===== src/rtl/int_div_8.sv =====
// Sequential unsigned restoring divider: one quotient bit per clock, start/busy/done handshake.
// A zero divisor skips the iteration and returns all-ones quotient with the dividend as remainder.
module int_div_8 #(
    parameter int WIDTH = 8
) (
    input  logic             clk,
    input  logic             reset,
    input  logic             start,
    input  logic [WIDTH-1:0] dividend,
    input  logic [WIDTH-1:0] divisor,
    output logic             busy,
    output logic             done,
    output logic [WIDTH-1:0] quotient,
    output logic [WIDTH-1:0] remainder,
    output logic             div_by_zero
);

    localparam int CW = (WIDTH > 2) ? $clog2(WIDTH) : 1;
    localparam logic [CW-1:0] LAST_BIT = CW'(WIDTH - 1);

    typedef enum logic [1:0] {
        IDLE = 2'b00,
        CALC = 2'b01,
        DONE = 2'b10
    } state_t;

    state_t           state_r;
    state_t           next_state_s;
    logic [CW-1:0]    count_r;
    logic [WIDTH-1:0] dvd_r;
    logic [WIDTH-1:0] dvs_r;
    logic [WIDTH-1:0] part_r;
    logic [WIDTH-1:0] qwork_r;
    logic [WIDTH-1:0] quot_r;
    logic [WIDTH-1:0] rem_r;
    logic             dbz_r;
    logic             busy_r;
    logic             done_r;

    logic             accept_s;
    logic             zero_div_s;
    logic             last_s;
    logic [WIDTH:0]   trial_s;
    logic             ge_s;
    logic [WIDTH-1:0] part_next_s;

    // Next-state selection; IDLE and DONE both accept a new request.
    always_comb begin
        next_state_s = state_r;
        accept_s     = 1'b0;
        zero_div_s   = (divisor == {WIDTH{1'b0}});
        last_s       = (count_r == LAST_BIT);
        case (state_r)
            IDLE, DONE: begin
                if (start) begin
                    accept_s = 1'b1;
                    if (zero_div_s) begin
                        next_state_s = DONE;
                    end else begin
                        next_state_s = CALC;
                    end
                end else begin
                    next_state_s = IDLE;
                end
            end
            CALC: begin
                if (last_s) begin
                    next_state_s = DONE;
                end else begin
                    next_state_s = CALC;
                end
            end
            default: begin
                next_state_s = IDLE;
            end
        endcase
    end

    // One restoring step: shift in the next dividend bit, subtract when it fits.
    // The partial remainder is always below the divisor, so the trial fits in WIDTH+1 bits.
    always_comb begin
        trial_s = {part_r, dvd_r[WIDTH-1]};
        ge_s    = (trial_s >= {1'b0, dvs_r});
        if (ge_s) begin
            part_next_s = trial_s[WIDTH-1:0] - dvs_r;
        end else begin
            part_next_s = trial_s[WIDTH-1:0];
        end
    end

    // State register.
    always_ff @(posedge clk) begin
        if (!reset) begin
            state_r <= IDLE;
        end else begin
            state_r <= next_state_s;
        end
    end

    // Operand capture, iteration datapath and result registers.
    always_ff @(posedge clk) begin
        if (!reset) begin
            count_r <= {CW{1'b0}};
            dvd_r   <= {WIDTH{1'b0}};
            dvs_r   <= {WIDTH{1'b0}};
            part_r  <= {WIDTH{1'b0}};
            qwork_r <= {WIDTH{1'b0}};
            quot_r  <= {WIDTH{1'b0}};
            rem_r   <= {WIDTH{1'b0}};
            dbz_r   <= 1'b0;
        end else begin
            case (state_r)
                IDLE, DONE: begin
                    if (accept_s) begin
                        dvd_r   <= dividend;
                        dvs_r   <= divisor;
                        part_r  <= {WIDTH{1'b0}};
                        qwork_r <= {WIDTH{1'b0}};
                        count_r <= {CW{1'b0}};
                        if (zero_div_s) begin
                            quot_r <= {WIDTH{1'b1}};
                            rem_r  <= dividend;
                            dbz_r  <= 1'b1;
                        end
                    end
                end
                CALC: begin
                    dvd_r   <= {dvd_r[WIDTH-2:0], 1'b0};
                    part_r  <= part_next_s;
                    qwork_r <= {qwork_r[WIDTH-2:0], ge_s};
                    count_r <= count_r + CW'(1'b1);
                    if (last_s) begin
                        quot_r <= {qwork_r[WIDTH-2:0], ge_s};
                        rem_r  <= part_next_s;
                        dbz_r  <= 1'b0;
                    end
                end
                default: begin
                    count_r <= {CW{1'b0}};
                end
            endcase
        end
    end

    // Handshake flags trail the state by one cycle so done coincides with settled results.
    always_ff @(posedge clk) begin
        if (!reset) begin
            busy_r <= 1'b0;
            done_r <= 1'b0;
        end else begin
            busy_r <= (state_r == CALC);
            done_r <= (state_r == DONE);
        end
    end

    assign busy        = busy_r;
    assign done        = done_r;
    assign quotient    = quot_r;
    assign remainder   = rem_r;
    assign div_by_zero = dbz_r;

endmodule

===== config.mk =====
export PLATFORM = sky130hd
export DESIGN_NAME = int_div_8
export DESIGN_NICKNAME = d
export VERILOG_FILES = /design/src/rtl/int_div_8.sv
export SDC_FILE = /design/constraint.sdc
export NUM_CORES = 1
export LEC_CHECK = 0
export BUFFER_PORTS_ARGS = -buffer_cell sky130_fd_sc_hd__buf_4
export CORE_MARGIN = 2
export CORE_UTILIZATION = 60
export CTS_BUF_LIST = sky130_fd_sc_hd__clkbuf_8 sky130_fd_sc_hd__clkbuf_16
export DETAILED_ROUTE_END_ITERATION = 8
export PLACE_DENSITY = 0.83
export SYNTH_ARGS = -nofsm -noshare
export SYNTH_HDL_FRONTEND = slang
export SYNTH_SLANG_ARGS = --single-unit

===== constraint.sdc =====
create_clock -name clk -period 5.05 [get_ports clk]
set_input_delay 0.7575 -clock clk [delete_from_list [all_inputs] [get_ports clk]]
set_output_delay 0.7575 -clock clk [all_outputs]
set_load 0.01 [all_outputs]

==> results of run 1 <==
==> where the power goes <==
part	switching (mW)	internal (mW)
sequential	0.0217	0.464
combinational	0.179	0.130
clock	0.152	0.102
==> critical path: cells and delay by family <==
kind            cells  cell delay, ns
buf+inv             1            0.10
compound gates      2            0.26
simple gates        3            1.73
==> how the worst min path moves through the flow <==
stage,start,to,slack (ns),cells past startpoint
after floorplan,state_r[1],done,0.42,2
after global placement,state_r[1],done,0.43,2
after detailed placement,state_r[1],done,0.43,2
after CTS,state_r[1],done,0.45,2
after global routing,state_r[1],done,0.48,2
final,state_r[1],done,0.45,2
==> cells by family after synthesis <==
| kind of cell | count (synthesis) |
|---|---|
| compound gates | 81 |
| mux | 3 |
| flops | 55 |
| xor+xnor | 2 |
| fa+ha+maj | 11 |
| simple gates | 112 |
| buf+inv | 30 |
==> through the flow <==
| step | instances | power, mW | util | instance area, µm² |
|---|---|---|---|---|
| after CTS | 372 | 1.05 | 0.724 | 2920 |
| final | 372 | 1.05 | 0.724 | 2920 |
| after floorplan | 294 | 0.738 | - | 2540 |
| after global placement | 364 | 0.794 | 0.700 | 2820 |
| after global routing | 372 | 1.10 | 0.724 | 2920 |
| after detailed placement | 364 | 0.801 | 0.700 | 2820 |
==> layer usage <==
layer | wire, µm | up-vias | part of all wire | GRT usage
li1 | - | 1106 | - | -
met1 | 2640 | 1051 | 0.47 | 0.318
met2 | 2680 | 68 | 0.47 | 0.416
met3 | 296 | 7 | 0.052 | 0.0424
met4 | 58 | 0 | 0.010 | 0.0588
met5 | 0 | - | 0 | 0
==> flip-flops by register name (all words and copies together) (netlist names) <==
register / flops
busy: 1
count_r: 3
div_by_zero: 1
done: 1
dvd_r: 8
dvs_r: 8
part_r: 8
quotient: 8
qwork_r: 7
remainder: 8
state_r: 2
==> layout make-up <==
type / count / area (µm²)
fill: 331 / 1110
multi-input combinational: 209 / 1320
timing repair buffer: 39 / 293
clock inverter: 3 / 27.5
sequential: 55 / 1100
inverter: 11 / 41.3
tap: 50 / 62.6
clock buffer: 5 / 68.8
==> synth_stat cells, drive strengths merged, types with 3 or more instances <==
library cell and count:
a31oi 6, o21ai 11, o21a 4, a22oi 7, inv 10, and2 3
ha 10, clkbuf 15, nor3 5, nand2b 7, dfxtp 55, a21oi 23
nor4 6, a311oi 7, buf 4, nand3 6, o221a 7, a211oi 4
a2111oi 4, nor2 37, nand2 43, o31ai 3, mux2 3
==> key figures, run 1 <==
Die
  • Die height: between 60 and 70 µm
  • Initial Utilization: 0.632
  • Core Region: around 0.004 mm²
  • Die W: around 70 µm
  • Row count: 23
  • DIE AREA: roughly 0.0048 mm²
  • I/O pin cnt: 38

Drt
  • DR vias/cell: 6.00
  • 1st-pass router iterations: 7
  • DRC viols: 0
  • Initial DRC Count: 130
  • DRT Wirelength: 5680 µm
  • Per-cell routed wire length: 15.3 µm
  • Vias: between 2k and 2.5k
  • Post-route ant nets: 0

Timing
  • Worst Max-Slew Pin Slew: between 1 and 1.5 ns
  • Fin crit share: 0.527
  • Max-slew headroom: 0.259
  • Setup Skew: roughly 0.013 ns
  • Maximum achievable frequency: approximately 0.38 GHz
  • Pins Over Slew Limit: 0
  • Worst hold slack: roughly 0.45 ns
  • Unrepaired setup endpoints after global routing: no
  • Final setup margin: approximately 2.4 ns
  • Min cycle time layout: about 2.7 ns
  • Final setup viols: 0
  • Post-Route Setup TNS: 0 ns
  • Fin. Hold Viols: 0

Global routing
  • Number of global-route vias before repair: ~2.1k
  • Total GRT Usage: 0.243
  • First-pass GRT wire length: around 9600 µm
  • Total gr overflow: 0
  • Initial antenna violation count: 0
  • Largest net degree at the start of global routing: 37

Clock network
  • CTS H-tree lvls: 2
  • Postcts setup bufs: 0
  • Clock transition at path regs: around 0.1 ns
  • CTS tree: yes
  • Clk buf depth: 2
  • CTS Buf Count: 5
  • Post_cts resized: 0
  • Clock network latency to the later pin of the worst-skew pair: 0.31 ns
  • CTS sink cnt: 55
  • Clock root cell: clkbuf_8
  • Cts hold-fix bufs: 0

Critical path
  • R2R setup slack: 2.53 ns
  • Worst Reg-to-Reg Cells: 5
  • Crit path capture type: register
  • WP data required: around 5.2 ns
  • Kind of critical path: primary input to register
  • Cell Chain, Critical Path: buf_4 > nor2b_1 > nor2_1 > and3_1 > a31oi_1 > o31ai_1
  • Crit-path slowest cell: nor2b_1
  • Worst setup SP type: primary input
  • CP Launch Point: start
  • Worst r2r dst: part_r[7]
  • RR Startpoint: state_r[0]
  • Arrival @ worst endpoint: between 2 and 3 ns
  • Slowest Stage Delay on Critical Path: around 0.87 ns
  • CP max FO: 17
  • Critical path capture point: part_r[7]

Yosys
  • Largest area contributor in the netlist: dfxtp_1
  • Ys flop type: dfxtp_1
  • Yosys Warn Count: 0
  • Mean area per synthesized cell: a little under 9 µm²
  • Yosys top cell area share: 0.433
  • Synth Area in Adders: 0.0570
  • FF+latch count, synth: 55
  • Main combinational cell family by area after synthesis: compound AO/OA/AOI/OAI gates
  • Compound-cell area share of the yosys netlist: 0.246
  • Cells after Synth: 294
  • Asr flop ratio synth: 0
  • Number of flops mapped to enable cells by yosys: 0
  • Syn Nets: between 300 and 400
  • Yosys cell types: 46
  • Simple-Gate Fraction of Synth Area: 0.193
  • Mux share of post-synthesis cell area: 0.0162
  • XOR/XNOR Fraction of Synth Area: 0.00688
  • Mapped cell area: around 0.0025 mm²
  • Post-synthesis sequential area ratio: 0.433
  • Largest cells by area after synthesis: dfxtp_1, nand2_1, nor2_1

Run
  • Max cap viols: 0

Power
  • Pwr per Cell Area: 360 mW/mm²
  • Leak: 1.17 nW
  • VDD IR max: about 0.00018 V

Placement
  • HPWL after DPL: just over 4000 µm
  • Port bufs: 37
  • Worst Setup Slack post-DPL: approximately 2.1 ns
  • GPL Wtd Cong: 0.857

Finish
  • Share of cells above drive strength 1: 0.208
  • Area Overhead vs Synth: 14.6%
  • Most frequent cells in the layout: dfxtp_1, nand2_1, buf_4
  • Most common cell after layout, fill and taps aside: dfxtp_1
  • Ant. Diodes: 0
  • Nets: ~350

Run status
  • Status: complete, no violations

Hold path
  • Hold Path Class: register to register
Power figures use the tool's default switching activity.
==> run 2: changes to the inputs <==
Settings changed: CORE_UTILIZATION 60 to 51, PLACE_DENSITY 0.83 to 0.75.
Clock period 5.05 ns to 2.15 ns, I/O delays scaled along.
==> run 2 against run 1 <==
  * Clock power up 150%
  * Die area up 17%
  * First-iteration DRC count down 18%
  * Critical path depth up 2
  * Core utilization down 3.9 points
  * Non-clock buffer count up 22
  * Flip-flop and latch count unchanged
  * Setup slack worse by 2.3 ns
==> key figures, run 2 (same netlist as run 1, synthesis figures left out) <==
Critical path
  • WP data required: 2.39 ns
  • Cell Chain, Critical Path: ha_4 > a21oi_4 > o31ai_4 > a211oi_2 > and2_4 > buf_4 > mux2_2 > a31oi_1
  • Crit path capture type: register
  • Kind of critical path: register to register
  • CP max FO: 4
  • CP bufs+invs: 1
  • Worst setup SP type: register
  • Crit-path slowest cell: dfxtp_4
  • RR Startpoint: part_r[5]
  • Arrival @ worst endpoint: approximately 2.3 ns
  • Crit path max-delay family: compound AO/OA/AOI/OAI gates
  • CP Launch Point: part_r[5]
  • Slowest Stage Delay on Critical Path: ~0.37 ns

Global routing
  • Initial antenna violation count: 0
  • Total gr overflow: 0
  • Number of global-route vias before repair: about 2.1k
  • First-pass GRT wire length: about 10,000 µm
  • Largest net degree at the start of global routing: 27
  • Total GRT Usage: 0.236

Timing
  • Post-Route Setup TNS: 0 ns
  • Final setup margin: between 0.09 and 0.1 ns
  • Fin. Hold Viols: 0
  • Worst Max-Slew Pin Slew: between 0.4 and 0.5 ns
  • Maximum achievable frequency: about 0.49 GHz
  • Final setup viols: 0
  • Pins Over Slew Limit: 0
  • Max-slew headroom: 0.665
  • Fin crit share: 0.954
  • Min cycle time layout: 2.05 ns
  • Setup Skew: 0.0103 ns
  • Worst hold slack: ~0.26 ns

Finish
  • Finished Layout Cells: about 410
  • Most common cell after layout, fill and taps aside: buf_4
  • Design Area, Final: roughly 0.0033 mm²
  • Final core occ: 0.684
  • Register Area: 0.00111 mm²
  • Multi-input logic area: roughly 0.0015 mm²
  • Share of cells above drive strength 1: 0.317
  • Nets: roughly 370
  • Area Overhead vs Synth: 27.8%
  • # fillers: approximately 400
  • Most frequent cells in the layout: buf_4, dfxtp_1, nand2_1
  • Ant. Diodes: 0

Drt
  • DRT Wirelength: 6210 µm
  • Vias: 2,300
  • Post-route ant nets: 0
  • 1st-pass router iterations: 4
  • Per-cell routed wire length: around 15 µm
  • Initial DRC Count: around 110
  • DRC viols: 0
  • DR vias/cell: around 5.6

Die
  • I/O pin cnt: 38
  • Row count: 25
  • Die W: around 75 µm
  • Initial Utilization: 0.535
  • Die height: ~75 µm
  • Core Region: 0.00475 mm²
  • DIE AREA: about 0.0056 mm²

Clock network
  • CTS H-tree lvls: 2
  • Clock root cell: clkbuf_8
  • CTS Buf Count: 5
  • Cts hold-fix bufs: 0
  • Clock network latency to the later pin of the worst-skew pair: 0.32 ns
  • Clk buf depth: 2
  • CTS tree: yes
  • Clock transition at path regs: 0.11 ns
  • CTS sink cnt: between 50 and 60

Placement
  • Post-place instance area: 0.00299 mm²
  • GPL Wtd Cong: 0.893
  • HPWL after DPL: between 4000 and 5000 µm
  • Worst Setup Slack post-DPL: -0.00150 ns
  • Port bufs: 37
  • Cells after DPL: around 400

Power
  • Leak: approximately 1.3 nW
  • VDD IR max: 0.000511 V
  • Pwr per Cell Area: 840 mW/mm²
  • Overall Power: ~2.7 mW

Hold path
  • Hold_sp: divisor[4]
  • Hold Path Class: primary input to register

Run
  • Max cap viols: 0

Run status
  • Status: complete, no violations
==> run 2: cell types whose count changed in the layout (fill, tap and decap cells not counted), sizes merged <==
cell / change
clkinv: -1
inv: +1
buf: +22
==> run 2: layout make-up <==
type | count | share of cell area
inverter | 11 | 0.0127
multi-input combinational | 209 | 0.446
clock buffer | 5 | 0.0212
timing repair buffer | 61 | 0.145
sequential | 55 | 0.341
tap | 67 | 0.0258
clock inverter | 3 | 0.00846
==> run 2: worst paths after layout <==
| path | end | slack [ns] | depth (start not counted) |
|---|---|---|---|
| worst max-delay path | remainder[3] | 0.1 | 8 |
| worst min-delay path | dvs_r[4] | 0.26 | 3 |
| worst max register to register | remainder[3] | 0.1 | 8 |
| worst min register to register | dvs_r[7] | 0.46 | 2 |
==> run 2: report_power, final <==
part	total (mW)	switching (mW)	internal (mW)
Clock	0.624	0.381	0.243
Combinational	0.961	0.495	0.466
Sequential	1.15	0.0550	1.09
Total	2.73	0.932	1.80
==> run 2: worst register-to-register path: stages (launching register included) <==
cell      delay [ns]
dfxtp_4         0.37
ha_4            0.26
a21oi_4         0.15
o31ai_4         0.09
a211oi_2        0.24
and2_4          0.23
buf_4           0.11
mux2_2          0.36
a31oi_1         0.17
==> run 2: timing repair <==
action | 4_1_cts | 5_1_grt
endpoints found under the setup margin | 2 | 12
gates resized for setup | 8 | 17
pin swaps | 5 | 9
setup buffers | 2 | 2
==> run 2: metal layers <==
layer / global-route usage / share of wire / vias up
met3: 0.0522 / 0.062 / 10
met2: 0.350 / 0.46 / 72
li1: - / - / 1141
met5: 0 / 0 / -
met4: 0.0694 / 0.015 / 0
met1: 0.346 / 0.46 / 1077
